## src/rtl/reg_bank_pkg.sv

```systemverilog
// Shared defaults for the parameterised register bank and its reservation scoreboard.
package reg_bank_pkg;

  localparam int DEF_DATA_W = 16;
  localparam int DEF_ADDR_W = 4;

  function automatic int depth_of(input int addr_w);
    return 1 << addr_w;
  endfunction

endpackage

```

## src/rtl/reg_scoreboard.sv

```systemverilog
// Busy-bit scoreboard: one bit per register, set by a granted reservation and cleared by a write.
module reg_scoreboard
  import reg_bank_pkg::*;
#(
  parameter int ADDR_W   = DEF_ADDR_W,
  parameter int ZERO_REG = 0,
  parameter int DEPTH    = depth_of(ADDR_W)
) (
  input  logic              clk,
  input  logic              rst_n,
  input  logic              wr_en,
  input  logic [ADDR_W-1:0] wr_addr,
  input  logic              rsv_en,
  input  logic [ADDR_W-1:0] rsv_addr,
  output logic [DEPTH-1:0]  busy_bits,
  output logic              rsv_ack,
  output logic [ADDR_W:0]   busy_cnt
);

  localparam logic [ADDR_W:0] CNT_ONE = 1;

  logic [DEPTH-1:0] busy_q;
  logic [DEPTH-1:0] busy_cleared;
  logic [DEPTH-1:0] busy_d;
  logic             grant;
  logic [ADDR_W:0]  cnt_d;

  // The write clears first, so a same-cycle reservation of the same register sees it free.
  always_comb begin
    busy_cleared = busy_q;
    if (wr_en) busy_cleared[wr_addr] = 1'b0;
    grant = rsv_en && !busy_cleared[rsv_addr] && !(ZERO_REG != 0 && rsv_addr == '0);
    busy_d = busy_cleared;
    if (grant) busy_d[rsv_addr] = 1'b1;
    cnt_d = busy_cnt;
    if (wr_en && busy_q[wr_addr]) cnt_d = cnt_d - CNT_ONE;
    if (grant) cnt_d = cnt_d + CNT_ONE;
  end

  always_ff @(posedge clk) begin
    if (!rst_n) begin
      busy_q   <= '0;
      rsv_ack  <= 1'b0;
      busy_cnt <= '0;
    end else begin
      busy_q   <= busy_d;
      rsv_ack  <= grant;
      busy_cnt <= cnt_d;
    end
  end

  assign busy_bits = busy_q;

endmodule

```

## src/rtl/reg_bank_param.sv

```systemverilog
// Dual-read, single-write register bank with optional write bypass, hardwired zero register
// and a destination-reservation scoreboard.
module reg_bank_param
  import reg_bank_pkg::*;
#(
  parameter int DATA_W   = DEF_DATA_W,
  parameter int ADDR_W   = DEF_ADDR_W,
  parameter int ZERO_REG = 0,
  parameter int BYPASS   = 1
) (
  input  logic              clk,
  input  logic              rst_n,
  input  logic              rd_en,
  input  logic [ADDR_W-1:0] rd_addr_a,
  input  logic [ADDR_W-1:0] rd_addr_b,
  output logic [DATA_W-1:0] rd_data_a,
  output logic [DATA_W-1:0] rd_data_b,
  output logic              rd_busy_a,
  output logic              rd_busy_b,
  output logic              rd_valid,
  input  logic              wr_en,
  input  logic [ADDR_W-1:0] wr_addr,
  input  logic [DATA_W-1:0] wr_data,
  input  logic              rsv_en,
  input  logic [ADDR_W-1:0] rsv_addr,
  output logic              rsv_ack,
  output logic [ADDR_W:0]   busy_cnt
);

  localparam int DEPTH = depth_of(ADDR_W);

  logic [DATA_W-1:0] mem [DEPTH];
  logic [DEPTH-1:0]  busy_bits;
  logic              wr_ok;
  logic [DATA_W-1:0] fwd_a;
  logic [DATA_W-1:0] fwd_b;

  reg_scoreboard #(
    .ADDR_W   (ADDR_W),
    .ZERO_REG (ZERO_REG),
    .DEPTH    (DEPTH)
  ) u_scoreboard (
    .clk       (clk),
    .rst_n     (rst_n),
    .wr_en     (wr_en),
    .wr_addr   (wr_addr),
    .rsv_en    (rsv_en),
    .rsv_addr  (rsv_addr),
    .busy_bits (busy_bits),
    .rsv_ack   (rsv_ack),
    .busy_cnt  (busy_cnt)
  );

  // Read value selection: the zero register overrides everything, then optional write forwarding.
  always_comb begin
    wr_ok = wr_en && !(ZERO_REG != 0 && wr_addr == '0);
    fwd_a = mem[rd_addr_a];
    fwd_b = mem[rd_addr_b];
    if (BYPASS != 0 && wr_ok && wr_addr == rd_addr_a) fwd_a = wr_data;
    if (BYPASS != 0 && wr_ok && wr_addr == rd_addr_b) fwd_b = wr_data;
    if (ZERO_REG != 0 && rd_addr_a == '0) fwd_a = '0;
    if (ZERO_REG != 0 && rd_addr_b == '0) fwd_b = '0;
  end

  always_ff @(posedge clk) begin
    if (!rst_n) begin
      for (int i = 0; i < DEPTH; i++) mem[i] <= '0;
    end else if (wr_ok) begin
      mem[wr_addr] <= wr_data;
    end
  end

  always_ff @(posedge clk) begin
    if (!rst_n) begin
      rd_data_a <= '0;
      rd_data_b <= '0;
      rd_busy_a <= 1'b0;
      rd_busy_b <= 1'b0;
      rd_valid  <= 1'b0;
    end else begin
      rd_valid <= rd_en;
      if (rd_en) begin
        rd_data_a <= fwd_a;
        rd_data_b <= fwd_b;
        rd_busy_a <= busy_bits[rd_addr_a];
        rd_busy_b <= busy_bits[rd_addr_b];
      end
    end
  end

endmodule

```

## config.mk

```make
export PLATFORM = sky130hd
export DESIGN_NAME = reg_bank_param
export DESIGN_NICKNAME = d
export VERILOG_FILES = /design/src/rtl/reg_bank_pkg.sv /design/src/rtl/reg_scoreboard.sv /design/src/rtl/reg_bank_param.sv
export SDC_FILE = /design/constraint.sdc
export NUM_CORES = 1
export LEC_CHECK = 0
export CAP_MARGIN = 20
export CORE_ASPECT_RATIO = 1.25
export CORE_MARGIN = 2
export CORE_UTILIZATION = 53
export DETAILED_ROUTE_END_ITERATION = 16
export GPL_TIMING_DRIVEN = 0
export PLACE_DENSITY = 0.69
export SYNTH_ARGS = -nofsm -noshare
export SYNTH_HDL_FRONTEND = slang
export SYNTH_SLANG_ARGS = --single-unit
```

## constraint.sdc

```tcl
create_clock -name clk -period 3.9 [get_ports clk]
set_input_delay 1.17 -clock clk [delete_from_list [all_inputs] [get_ports clk]]
set_output_delay 1.17 -clock clk [all_outputs]
set_load 0.01 [all_outputs]
```

==> results.md, run 1 <==
- Synth warnings: 0
- Wire length per cell: approximately 27 um
- PortBufs: 66
- GP Congestion: between 0.9 and 1
- Commonest non-fill, non-tap cell in the layout: and2_1
- RR Startpoint: u_scoreboard.busy_bits[11]$_SDFF_PN0_
- Filler Cells Inserted: 2,351
- MaxCap Viol Count: 0
- # nets final: 1,302
- Yosys reg bits: between 300 and 400
- Worst Skew: 0.0187 ns
- Die height: 202 um
- Worst-path clk slew: 0.06 ns
- Cells after Synth: around 1.2k
- Crit path launch: wr_addr[2]
- Max IR drop VDD: 264 uV
- Worst-path fanout max: 10
- Mapped cell area: 16,700 um^2
- Starting Density: 53.9%
- Met3 GRT Util: 4.68%
- CP endpoint: u_scoreboard.busy_cnt[4]$_SDFF_PN0_
- Worst Reg-to-Reg Cells: 8
- Max Freq: ~270 MHz
- Routed Antenna Nets: 0
- Mean Syn Cell Area: 14.5 um^2
- Die Area: 32,900 um^2
- Core ar.: 31,000 um^2
- Slew Viols, Final: 0
- Setup bufs post-CTS: 0
- Hold Vio Cnt, Final: 0
- Largest net degree at the start of global routing: 17
- Setup crit start kind: input port
- Htree depth: 2
- CTS max path bufs: 3
- Async S/R FF share, synth: 0%
- Pre-Repair DR Iteration Count: 5
- Clock root buffer: clkbuf_16
- Latest clock arrival within the worst-skew pair: approximately 0.53 ns
- CTS buffer count: 34
- Flop-to-flop setup slack: approximately 1.5 ns
- # rows: just over 70
- DR vias: 10.6k
- Final setup fails: 0
- Num Clock Sinks: 313
- Lkg Pwr: 6.63 nW
- Synthesized Nets: ~1.2k
- Initial antenna violation count: 0
- Via-to-Cell Ratio: 6.26
- Final core utilization: 61.5%
- Class of the worst hold path: reg2reg
- Share of layout cells above drive strength 1: 21.0%
- Least-Margin Pin Slew: 1.07 ns
- Sequential area share after synthesis: 52.9%
- Pwr per Cell Area: 424 nW/um^2
- Worst relative slew slack: 28.7%
- Total grt overflow: 0
- GR Util met1: between 30% and 40%
- Die Wd: between 150 and 200 um
- Type of the worst setup path: in2reg
- Vias in the first global route: between 10k and 15k
- Initial DRC count: 1,242
- TritonCTS clock tree: done
- RSZ-0062 raised after global routing: false
- CTS Hold Bufs: 0
- Drt total wl: 46,200 um
- Worst EP arrival: around 4.1 ns
- Fin crit share: 95.6%
- Post-synth EDFFs: 256
- P&R area growth vs syn: 14.1%
- Post-Place Worst Slack: -0.273 ns
- Number of gates resized after cts: 0
- Setup ws final: 0.173 ns
- Most frequent cells in the layout: and2_1, edfxtp_1, mux4_2, clkbuf_1, clkdlybuf4s50_1
- Crit path capture type: flop
- Worst r2r dst: u_scoreboard.busy_cnt[4]$_SDFF_PN0_
- Minimum clock period: 3.73 ns
- M2 GR Usage: 48.3%
- Top FF cell, synth: edfxtp_1
- Outcome: completed
- Post-route DRC violation count: 0
- Worst Path Required: 4.30 ns
- Final Hold Slack: 0.486 ns
- Top Ports: 78
- Hpwl dp: 35,700 um
- Unique masters post-synth: 47
- First-pass GRT wire length: 68,500 um
- GRT Overall Usage: 28.9%
- Busiest grt layer: met2
[routing by layer]
metal / vias to the layer above / wire length, um / part of all wire (%)
li1: 4664 / - / -
met1: 5399 / 17700 / 38
met2: 454 / 23300 / 50
met3: 96 / 3580 / 7.7
met4: 0 / 1640 / 3.6
met5: - / 0 / 0
[stage by stage]
step | TNS [ns] | instance area (um^2) | total power (W) | instances
floorplan | 0 | 16700 | 0.00462 | 1154
global placement | -120.67 | 17900 | 0.00503 | 1627
detailed placement | -3.23 | 18000 | 0.00507 | 1635
CTS | 0 | 19000 | 0.00808 | 1694
global route | 0 | 19000 | 0.00830 | 1694
finish | 0 | 19000 | 0.00808 | 1695
[kinds of logic after synthesis]
group | after synthesis | synth area share (%)
AND/OR/NAND/NOR | 411 | 14.0
flip-flops | 313 | 52.9
multiplexers | 214 | 25.9
buffers and inverters | 114 | 2.86
AO/OA/AOI/OAI | 87 | 3.52
XOR/XNOR | 14 | 0.734
adder cells (fa/ha/maj) | 1 | 0.0749
[where the power goes]
group,internal [W],switching (W)
combinational,0.000514,0.000568
sequential,0.00382,0.000109
clock,0.00174,0.00133
total,0.00607,0.00201
[Yosys cell counts, types with 8 or more instances]
library cell / n / area, um^2
xnor2_1: 10 / 87.6
buf_2: 24 / 120
edfxtp_1: 256 / 7690
and2_1: 260 / 1630
mux4_2: 174 / 3920
clkbuf_1: 72 / 270
inv_1: 8 / 30.0
nand2_1: 39 / 146
nor2_1: 60 / 225
dfxtp_1: 57 / 1140
a211oi_1: 33 / 248
o21ai_0: 13 / 65.1
mux2i_1: 38 / 380
a21oi_1: 14 / 70.1
or3_1: 10 / 62.6
[registers in the layout, indices dropped and copies added (netlist names)]
register	flops
mem	256
rd_data_a	16
rd_data_b	16
u_scoreboard.busy_bits	16
u_scoreboard.busy_cnt	5
rd_busy_a	1
rd_busy_b	1
rd_valid	1
u_scoreboard.rsv_ack	1
[layout make-up]
type	count	area, um^2	share of cell area, %
buffer	105	444	2.33
multi-input combinational	727	7410	38.9
clock buffer	43	917	4.82
sequential	313	8830	46.4
tap	407	509	2.67
timing repair buffer	74	781	4.10
inverter	9	33.8	0.177
antenna	1	2.50	0.0131
clock inverter	16	114	0.598
[worst max-delay path, stage by stage]
cell and delay, ns:
clkdlybuf4s50_1 0.55, buf_2 0.32, nand2_1 0.33, o21ai_1 0.27
o311ai_1 0.13, nor4_2 0.34, nand3_2 0.23, buf_2 0.27
o41ai_1 0.39, o31ai_1 0.11
[worst min-delay path by stage]
stage                                           from  cells past startpoint                                    end
4_1_cts                   rd_data_a[14]$_SDFFE_PN0P_                      2             rd_data_a[14]$_SDFFE_PN0P_
2_1_floorplan  u_scoreboard.busy_bits[15]$_SDFF_PN0_                      2  u_scoreboard.busy_bits[15]$_SDFF_PN0_
5_1_grt                   rd_data_a[14]$_SDFFE_PN0P_                      2             rd_data_a[14]$_SDFFE_PN0P_
6_report                   rd_data_b[5]$_SDFFE_PN0P_                      2              rd_data_b[5]$_SDFFE_PN0P_
3_3_place_gp               rd_data_b[6]$_SDFFE_PN0P_                      2              rd_data_b[6]$_SDFFE_PN0P_
3_5_place_dp              rd_data_a[14]$_SDFFE_PN0P_                      2             rd_data_a[14]$_SDFFE_PN0P_
(Power assumes the default switching activity.)
==> inputs of run 2 (changes only) <==
--- a/config.mk
+++ b/config.mk
@@ -9,9 +9,12 @@
 export CORE_ASPECT_RATIO = 1.25
 export CORE_MARGIN = 2
 export CORE_UTILIZATION = 53
+export CTS_CLUSTER_DIAMETER = 80
 export DETAILED_ROUTE_END_ITERATION = 16
 export GPL_TIMING_DRIVEN = 0
+export MAX_ROUTING_LAYER = met4
 export PLACE_DENSITY = 0.69
 export SYNTH_ARGS = -nofsm -noshare
 export SYNTH_HDL_FRONTEND = slang
+export SYNTH_HIERARCHICAL = 1
 export SYNTH_SLANG_ARGS = --single-unit
==> run 2 against run 1 <==
Compared with the run above: largest power group unchanged; clock power is essentially flat; critical path depth decreased by 5; sequential power about the same; clock-buffer cell count decreased by 4; total power rose by 0.51%; sequential cell count did not move; largest cell class unchanged; combinational power hardly changed; clock skew is 0.0025 ns higher; wire length increased by 6.6%; synthesized cell count grew 5.5%.
==> results.md, run 2 <==
- Latest clock arrival within the worst-skew pair: 0.59 ns (was 0.53 ns)
- # nets final: 1,368 (was 1,302)
- Most frequent cell after synthesis: and2_1 (unchanged)
- CTS max path bufs: 3 (unchanged)
- Class of the worst hold path: reg2reg (unchanged)
- Die Area: 33,300 um^2 (was 32,900 um^2)
- Die height: 203 um (was 202 um)
- Worst Skew: 0.0212 ns (was 0.0187 ns)
- Least-Margin Pin Slew: 0.959 ns (was 1.07 ns)
- Largest area contributor in the synthesized netlist: edfxtp_1 (unchanged)
- Mean Syn Cell Area: 13.9 um^2 (was 14.5 um^2)
- P&R area growth vs syn: 14.7% (was 14.1%)
- Max IR drop VDD: 364 uV (was 264 uV)
- Largest register FFs: 256 (unchanged)
- Post-synth top cells: and2_1, edfxtp_1, mux4_2 (unchanged)
- MaxCap Viol Count: 0 (unchanged)
- Unique masters post-synth: 67 (was 47)
- Lkg Pwr: 6.59 nW (was 6.63 nW)
- PortBufs: 71 (was 66)
- Dpl cells: 1,708 (was 1,635)
- Drt total wl: 49,300 um (was 46,200 um)
- Htree depth: 1 (was 2)
- Total grt overflow: 0 (unchanged)
- CTS buffer count: 31 (was 34)
- Async S/R FF share, synth: 0% (unchanged)
- Share of layout cells above drive strength 1: 20.2% (was 21.0%)
- Sequential area share after synthesis: 52.3% (was 52.9%)
- Pre-Repair DR Iteration Count: 5 (unchanged)
- Minimum clock period: 3.81 ns (was 3.73 ns)
- Hpwl dp: 36,800 um (was 35,700 um)
- Area contributors post-synth: edfxtp_1, mux4_2, and2_1, dfxtp_1, a22oi_1 (was edfxtp_1, mux4_2, and2_1, dfxtp_1, mux2i_1)
- Wire length per cell: 27.9 um (was 27.3 um)
- GP Congestion: 0.951 (was 0.940)
- Worst EP arrival: 4.03 ns (was 4.13 ns)
- Initial DRC count: 998 (was 1,242)
- Num Clock Sinks: 313 (unchanged)
- Outcome: completed (unchanged)
- Non-filler cells in the finished layout: 1,766 (was 1,695)
- Synth warnings: 6 (was 0)
- Setup crit start kind: input port (unchanged)
- First-pass GRT wire length: 72,400 um (was 68,500 um)
- # rows: 73 (was 72)
- Fin crit share: 97.8% (was 95.6%)
- Post-synth top area share: 45.6% (was 46.0%)
- Max Freq: 262 MHz (was 268 MHz)
- Commonest non-fill, non-tap cell in the layout: and2_1 (unchanged)
- Mapped cell area: 16,900 um^2 (was 16,700 um^2)
- Yosys reg bits: 313 (unchanged)
- TritonCTS clock tree: done (unchanged)
- Most frequent cells in the layout: and2_1, edfxtp_1, mux4_2, clkdlybuf4s50_1, clkbuf_1 (was and2_1, edfxtp_1, mux4_2, clkbuf_1, clkdlybuf4s50_1)
- Crit path capture type: flop (unchanged)
- Routed Antenna Nets: 0 (unchanged)
- Post-synth EDFFs: 256 (unchanged)
- Via-to-Cell Ratio: 6.49 (was 6.26)
- Worst Path Required: 4.12 ns (was 4.30 ns)
- Largest net degree at the start of global routing: 17 (unchanged)
- Die Wd: 164 um (was 163 um)
- Pwr per Cell Area: 420 nW/um^2 (was 424 nW/um^2)
- Setup ws final: 0.0864 ns (was 0.173 ns)
- Top Ports: 78 (unchanged)
- Filler Cells Inserted: 2,492 (was 2,351)
- RSZ-0062 raised after global routing: false (unchanged)
- GRT Overall Usage: 31.0% (was 28.9%)
- Initial antenna violation count: 0 (unchanged)
- Cells after Synth: 1,218 (was 1,154)
- Clock root buffer: clkbuf_16 (unchanged)
- Post-route DRC violation count: 0 (unchanged)
- Setup TNS: 0 ns (unchanged)
- Worst relative slew slack: 36.1% (was 28.7%)
- Worst-path clk slew: 0.07 ns (was 0.06 ns)
- Final setup fails: 0 (unchanged)
- Final Hold Slack: 0.525 ns (was 0.486 ns)
- Synthesized Nets: 1,257 (was 1,192)
- Type of the worst setup path: in2reg (unchanged)
- Top FF cell, synth: edfxtp_1 (unchanged)
- DR vias: 11.5k (was 10.6k)
- Final core utilization: 61.2% (was 61.5%)
- Post-Place Worst Slack: -0.857 ns (was -0.273 ns)
- Starting Density: 53.4% (was 53.9%)
- Slew Viols, Final: 0 (unchanged)
- Top reg by flops: mem (unchanged)
- Setup bufs post-CTS: 0 (unchanged)
- Core ar.: 31,600 um^2 (was 31,000 um^2)
- Diodes inserted: 0 (was 1)
- Hold Vio Cnt, Final: 0 (unchanged)
- Vias in the first global route: 11.7k (was 10.8k)
- Worst-path fanout max: 16 (was 10)
==> run 2: layer usage <==
layer,global-route usage (%),vias up,part of all wire [%]
met4,13.8,0,4.8
met1,36.0,5761,36
met5,-,-,0
li1,-,4970,-
met2,53.7,589,52
met3,4.21,137,7.3
==> run 2: worst max-delay path, stage by stage <==
cell             delay [ns]
clkdlybuf4s50_1        0.73
buf_2                  0.32
nand4b_1               0.36
nor3_1                 0.85
nand2b_2               0.58
==> run 2: logic make-up (layout without fill, tap and decap cells) <==
family / Yosys count / in the layout / synth area share (%)
adder cells (fa/ha/maj): 2 / 2 / 0.148
buffers and inverters: 118 / 254 / 3.34
flip-flops: 313 / 313 / 52.3
multiplexers: 156 / 156 / 19.4
AO/OA/AOI/OAI: 210 / 210 / 9.84
XOR/XNOR: 12 / 12 / 0.734
AND/OR/NAND/NOR: 407 / 407 / 14.2
==> run 2: path summary, 6_finish.rpt <==
path                                         start                                     to  slack [ns]  cells past startpoint
max                                          rst_n                mem[1][4]$_SDFFCE_PN0P_        0.09                      5
min          u_scoreboard/busy_bits[11]$_SDFF_PN0_  u_scoreboard/busy_bits[11]$_SDFF_PN0_        0.52                      2
max reg2reg  u_scoreboard/busy_bits[11]$_SDFF_PN0_    u_scoreboard/busy_cnt[4]$_SDFF_PN0_        1.42                      9
min reg2reg  u_scoreboard/busy_bits[11]$_SDFF_PN0_  u_scoreboard/busy_bits[11]$_SDFF_PN0_        0.52                      2
==> run 2: timing repair <==
| item | in CTS | in global routing |
|---|---|---|
| endpoints found under the hold margin | 0 | 0 |
| setup endpoints to repair | 55 | 32 |
| gates resized for setup | 4 | 2 |
| hold buffers | 0 | 0 |
==> run 2: layout make-up <==
cell class,instances,area [um^2],area share [%]
Clock buffer,39,846,4.37
Sequential cell,313,8830,45.6
Inverter,9,33.8,0.175
Tap cell,412,515,2.66
Multi-Input combinational cell,787,7550,39.0
Timing Repair Buffer,78,841,4.34
Buffer,109,529,2.73
Clock inverter,19,211,1.09
==> run 2: power by group <==
group / leakage [nW] / switching, W / internal (W) / total (W)
combinational: 3.19 / 0.000589 / 0.000506 / 0.00109
sequential: 2.91 / 0.000117 / 0.00381 / 0.00393
clock: 0.492 / 0.00135 / 0.00175 / 0.00310
==> run 2: stage by stage <==
step,power (W),instance area (um^2)
after floorplan,0.00463,16900
after global routing,0.00833,19400
final,0.00812,19400
after detailed placement,0.00507,18300
after CTS,0.00812,19300
after global placement,0.00503,18100
==> inputs of run 3 (changes only) <==
--- a/config.mk
+++ b/config.mk
@@ -12,6 +12,7 @@
 export CTS_CLUSTER_DIAMETER = 80
 export DETAILED_ROUTE_END_ITERATION = 16
 export GPL_TIMING_DRIVEN = 0
+export HOLD_SLACK_MARGIN = 0.12
 export MAX_ROUTING_LAYER = met4
 export PLACE_DENSITY = 0.69
 export SYNTH_ARGS = -nofsm -noshare
==> results of run 3 <==
Same layout as run 2: the final DEF is identical, and so are final timing and power.
